===== src/rtl/mem_req_arbiter.sv =====
// Two-way round-robin arbiter merging the instruction and data SRAM-like ports
// onto one downstream port, tracking in-order responses with an owner-ID FIFO.
module mem_req_arbiter #(
  parameter int DEPTH = 4
) (
  input  logic        clk,
  input  logic        resetn,

  input  logic        inst_sram_req,
  input  logic        inst_sram_wr,
  input  logic [1:0]  inst_sram_size,
  input  logic [31:0] inst_sram_addr,
  input  logic [31:0] inst_sram_wdata,
  input  logic [3:0]  inst_sram_wstrb,
  output logic        inst_sram_addr_ok,
  output logic        inst_sram_data_ok,
  output logic [31:0] inst_sram_rdata,

  input  logic        data_sram_req,
  input  logic        data_sram_wr,
  input  logic [1:0]  data_sram_size,
  input  logic [31:0] data_sram_addr,
  input  logic [31:0] data_sram_wdata,
  input  logic [3:0]  data_sram_wstrb,
  output logic        data_sram_addr_ok,
  output logic        data_sram_data_ok,
  output logic [31:0] data_sram_rdata,

  output logic        mem_req,
  output logic        mem_wr,
  output logic [1:0]  mem_size,
  output logic [31:0] mem_addr,
  output logic [3:0]  mem_wstrb,
  output logic [31:0] mem_wdata,
  input  logic        mem_addr_ok,
  input  logic        mem_data_ok,
  input  logic [31:0] mem_rdata,

  output logic [3:0]  outstanding,
  output logic        resp_err
);

  localparam int PW = (DEPTH > 1) ? $clog2(DEPTH) : 1;
  localparam logic [PW-1:0] LAST_PTR = PW'(DEPTH - 1);
  localparam logic [3:0] DEPTH_CNT = 4'(DEPTH);

  typedef enum logic {IDLE, ISSUE} state_e;

  state_e            state_q, state_d;
  logic              owner_q, owner_d;
  logic              last_grant_q, last_grant_d;
  logic [DEPTH-1:0]  fifo_q;
  logic [PW-1:0]     wptr_q, rptr_q;
  logic [3:0]        outstanding_q, outstanding_d;
  logic              resp_err_q;
  logic              push, pop, head_id, grant;

  assign push    = (state_q == ISSUE) && mem_addr_ok;
  assign pop     = mem_data_ok && (outstanding_q != 4'd0);
  assign head_id = fifo_q[rptr_q];

  // Ties go to the side that did not win last time; a lone requester always wins.
  always_comb begin
    state_d      = state_q;
    owner_d      = owner_q;
    last_grant_d = last_grant_q;
    grant        = data_sram_req;
    if (inst_sram_req && data_sram_req) begin
      grant = ~last_grant_q;
    end
    case (state_q)
      IDLE: begin
        if ((inst_sram_req || data_sram_req) && (outstanding_q < DEPTH_CNT)) begin
          owner_d = grant;
          state_d = ISSUE;
        end
      end
      ISSUE: begin
        if (mem_addr_ok) begin
          last_grant_d = owner_q;
          state_d      = IDLE;
        end
      end
      default: state_d = IDLE;
    endcase
  end

  always_comb begin
    outstanding_d = outstanding_q;
    case ({push, pop})
      2'b10:   outstanding_d = outstanding_q + 4'd1;
      2'b01:   outstanding_d = outstanding_q - 4'd1;
      default: outstanding_d = outstanding_q;
    endcase
  end

  always_ff @(posedge clk or negedge resetn) begin
    if (!resetn) begin
      state_q       <= IDLE;
      owner_q       <= 1'b0;
      last_grant_q  <= 1'b1;
      outstanding_q <= 4'd0;
      resp_err_q    <= 1'b0;
    end else begin
      state_q       <= state_d;
      owner_q       <= owner_d;
      last_grant_q  <= last_grant_d;
      outstanding_q <= outstanding_d;
      resp_err_q    <= resp_err_q | (mem_data_ok && (outstanding_q == 4'd0));
    end
  end

  // Pointers wrap at DEPTH, which need not be a power of two.
  always_ff @(posedge clk or negedge resetn) begin
    if (!resetn) begin
      fifo_q <= '0;
      wptr_q <= '0;
      rptr_q <= '0;
    end else begin
      if (push) begin
        fifo_q[wptr_q] <= owner_q;
        wptr_q         <= (wptr_q == LAST_PTR) ? '0 : wptr_q + 1'b1;
      end
      if (pop) begin
        rptr_q <= (rptr_q == LAST_PTR) ? '0 : rptr_q + 1'b1;
      end
    end
  end

  assign mem_req   = (state_q == ISSUE);
  assign mem_wr    = owner_q ? data_sram_wr    : inst_sram_wr;
  assign mem_size  = owner_q ? data_sram_size  : inst_sram_size;
  assign mem_addr  = owner_q ? data_sram_addr  : inst_sram_addr;
  assign mem_wstrb = owner_q ? data_sram_wstrb : inst_sram_wstrb;
  assign mem_wdata = owner_q ? data_sram_wdata : inst_sram_wdata;

  assign inst_sram_addr_ok = push && !owner_q;
  assign data_sram_addr_ok = push &&  owner_q;
  assign inst_sram_data_ok = pop  && !head_id;
  assign data_sram_data_ok = pop  &&  head_id;
  assign inst_sram_rdata   = mem_rdata;
  assign data_sram_rdata   = mem_rdata;

  assign outstanding = outstanding_q;
  assign resp_err    = resp_err_q;

endmodule


===== config.mk =====
export PLATFORM = sky130hd
export DESIGN_NAME = mem_req_arbiter
export DESIGN_NICKNAME = d
export VERILOG_FILES = /design/src/rtl/mem_req_arbiter.sv
export SDC_FILE = /design/constraint.sdc
export NUM_CORES = 1
export LEC_CHECK = 0
export CORE_AREA = 5 5 122 124
export DETAILED_ROUTE_END_ITERATION = 8
export DIE_AREA = 0 0 127 129
export DONT_BUFFER_PORTS = 1
export GPL_ROUTABILITY_DRIVEN = 0
export GPL_TIMING_DRIVEN = 0
export HOLD_SLACK_MARGIN = 0.06
export MAX_ROUTING_LAYER = met4
export SYNTH_ARGS = -nofsm -noshare
export SYNTH_HDL_FRONTEND = slang
export SYNTH_SLANG_ARGS = --single-unit

===== constraint.sdc =====
create_clock -name clk -period 2.35 [get_ports clk]
set_input_delay 0.235 -clock clk [delete_from_list [all_inputs] [get_ports clk]]
set_output_delay 0.235 -clock clk [all_outputs]
set_load 0.02 [all_outputs]

==> results.cfg <==
[detailed_routing]
drt-vias-per-instance = 4.02
drt-pass1-iter-count = 4
route.final.wire_length_um = 9300
drtIter0Drc = 38
vias = 1665
wl_per_cell_um = 22.5
final_antenna_net_count = 0
drcViolationCount = 0

[clocking]
clkTransAtPathRegs_ns = 0.05
tritoncts = built
htree_levels = 1
clock-root-buffer = sky130_fd_sc_hd__clkbuf_16
cts_max_path_bufs = 2
cts_buffer_count = 3
clock_latency_ns = 0.24
clock_sink_count = 16

[global_route]
met2_demand_to_capacity_share_in_global_routing_pct = 14.9
globalRouteOverflowTotal = 0
globalRoute.busiestLayer = met2
first_pass_grt_wire_length_um = 11300
grtUsageMet3_pct = 4.82
via_count_of_the_first_global_routing_pass = 1702
use_met1_pct = 11.5
groute.usage.overall_pct = 9.54
grt_start_max_net_pins = 17
grt_antenna_before_repair = 10

[layout]
areaGrowthSynthToFinish_pct = 18.1
layout_common_cells = sky130_fd_sc_hd__mux2_2 (77), sky130_fd_sc_hd__buf_4 (67), sky130_fd_sc_hd__dfrtp_1 (12)
mostFrequentLayoutCell = sky130_fd_sc_hd__mux2_2
postLayoutCellArea_mm2 = 0.00262
drive_gt1_share_pct = 76.3
final_util_pct = 19.1
finalNetCount = 413

[sta]
finalCritPeriodShare_pct = 96.7
finClkSkew_ns = 0.000923
period_minus_slack_ns = 2.27
final.hold.worst_slack_ns = 0.0969
grt_setup_unrepaired = yes
timing.fmax_ghz = 0.440
tightest_slew_ns = 0.751
worst_rel_slew_slack_pct = 49.8
setup_total_negative_slack_ns = 0
slew_violations = 0
finalSetupViolCount = 0
hold_viol = 0

[worst_setup_path]
worst_case_register_to_register_setup_slack_ns = 0.08
start_kind = flop
worstReg2RegEnd = outstanding[2]
cp_slowest_cell = sky130_fd_sc_hd__dfrtp_2
crit_chain = nor4_4, nand2b_4, inv_1, ha_4, xor2_1, ha_1, a21oi_2, xor2_1, nor2_1, xor2_1
critical_path.max_stage_delay_ns = 0.51
r2r_start = outstanding[2]
critical_path_data_arrival_time_ns = 2.39
worstPathMaxFanout = 7
worstRegToRegCells = 10
worstSetupEndpointType = flop
setup.worst_path.class = reg -> reg
worst-endpoint-required_ns = 2.47
crit_top_cell = sky130_fd_sc_hd__xor2_1

[floorplanning]
core_area_mm2 = 0.0137
die_x_um = 127
area_enclosed_by_the_die_boundary_mm2 = 0.0164
fp-row-count = 43
io_pins = 325
start_util_pct = 16.2
die_y_um = 129

[worst_hold_path]
hp-start = mem_addr_ok
hold-path-endpoint = mem_req
class_of_the_worst_hold_path = in -> reg
hold_depth = 1

[power]
power_per_cell_area_mw_per_mm2 = 1260
int_pwr_uw = 1600
net-switching-power_uw = 1680
worst_ir_drop_vdd_mv = 0.708
clockPowerShare_pct = 11.3
comb_power_share_pct = 68.9
report.power.total_uw = 3280
switching_share_pct = 51.3
seqPwrFrac_pct = 19.8
leakage_uw = 0.00110

[placed_design]
io_buffers = 0
placed_cell_area_mm2 = 0.00244
post-dp-hpwl_um = 8460

[job]
cap_viol_max_count = 0

[synth]
synth_cells = 217
synthesis.yosys.warnings = 0
syn-num-nets = 405
synth.cell_area_mm2 = 0.00221
synth.yosys.seq_area_share_pct = 18.1
post_synth.cell_area_avg_um2 = 10.2
yosys_register_bits = 16
synthDistinctLibCells = 31

[run_status]
result_of_the_run = finished clean
[cell families (layout without fill, tap and decap cells)]
group	after synthesis	in the layout	share of synthesized area, %
multiplexers	80	80	41.3
buffers and inverters	78	85	25.0
AND/OR/NAND/NOR	20	20	5.31
flip-flops	16	16	18.1
AO/OA/AOI/OAI	10	10	3.67
adder cells (fa/ha/maj)	8	8	4.52
XOR/XNOR	5	5	1.98
other	0	10	0
[synth_stat cells, drive strengths merged]
cell type,count,area [um2]
nor3,4,20.0
a21oi,1,5.00
and2b,1,7.51
a32o,1,10.0
dfrtp,15,375
xnor2,1,8.76
a41oi,1,8.76
o41ai,1,16.3
dfstp,1,26.3
mux2i,1,10.0
nand3,4,20.0
inv,4,15.0
nor2,3,11.3
mux4,1,22.5
a21o,4,31.3
nor4b,1,8.76
nand2b,1,13.8
clkbuf,1,5.00
ha,8,100
buf,73,534
nor2b,1,6.26
nor4,1,12.5
mux2,78,882
nand2,3,11.3
xor2,4,35.0
and3,1,6.26
o21ai,2,10.0
[worst max-delay path, delay by kind of cell, from the launching register on]
kind / cells / cell delay [ns]
adder cells (fa/ha/maj): 2 / 0.39
AND/OR/NAND/NOR: 3 / 0.58
XOR/XNOR: 3 / 0.46
flip-flops: 1 / 0.51
AO/OA/AOI/OAI: 1 / 0.13
buffers and inverters: 1 / 0.08
[power groups by stage]
stage | registers, uW | logic, uW | clock network [uW]
6_report | 651 | 2260 | 371
5_1_grt | 674 | 2400 | 393
4_1_cts | 648 | 2250 | 375
3_5_place_dp | 636 | 2220 | 0
3_3_place_gp | 625 | 2190 | 0
2_1_floorplan | 591 | 1920 | 0
[how the worst max path moves through the flow]
| stage | startpoint | end | slack, ns | cells after the start |
|---|---|---|---|---|
| after floorplan | outstanding[1] | outstanding[2] | 0.1 | 10 |
| after global routing | outstanding[2] | outstanding[2] | -0.05 | 10 |
| after CTS | outstanding[1] | outstanding[2] | 0.01 | 10 |
| after global placement | outstanding[1] | outstanding[2] | -0.11 | 10 |
| final | outstanding[2] | outstanding[2] | 0.08 | 10 |
| after detailed placement | outstanding[1] | outstanding[2] | -0.12 | 10 |
[cell type report]
| class | instances | area (um2) |
|---|---|---|
| Antenna cell | 10 | 25.0 |
| Sequential cell | 16 | 405 |
| Multi-Input combinational cell | 123 | 1290 |
| Fill cell | 1504 | 11100 |
| Inverter | 4 | 15.0 |
| Timing Repair Buffer | 3 | 25.0 |
| Clock buffer | 4 | 88.8 |
| Buffer | 74 | 539 |
| Tap cell | 180 | 225 |
[stage by stage]
| stage | worst slack [ns] | std cells |
|---|---|---|
| finish | 0.0782 | 414 |
| global route | -0.0477 | 414 |
| CTS | 0.0150 | 403 |
| detailed placement | -0.124 | 397 |
| global placement | -0.114 | 397 |
| floorplan | 0.0964 | 217 |
[state kept, by name (all words and copies together) (netlist names)]
register,flops
resp_err,1
rptr_q,2
fifo_q,4
last_grant_q,1
outstanding,4
owner_q,1
mem_req,1
wptr_q,2
[routing by layer]
layer | vias to the layer above | share of wire (%)
li1 | 721 | -
met2 | 122 | 50
met5 | - | 0
met3 | 2 | 9.4
met4 | 0 | 0.12
met1 | 820 | 41
[what timing repair did]
action / 4_1_cts / 5_1_grt
gates resized for setup: 3 / 6
hold endpoints to repair: 16 / 0
hold buffers: 1 / 0
pin swaps: 0 / 2
buffers inserted: 1 / 1
endpoints found under the setup margin: 2 / 2
gates cloned: 0 / 0
(Power assumes the default switching activity.)
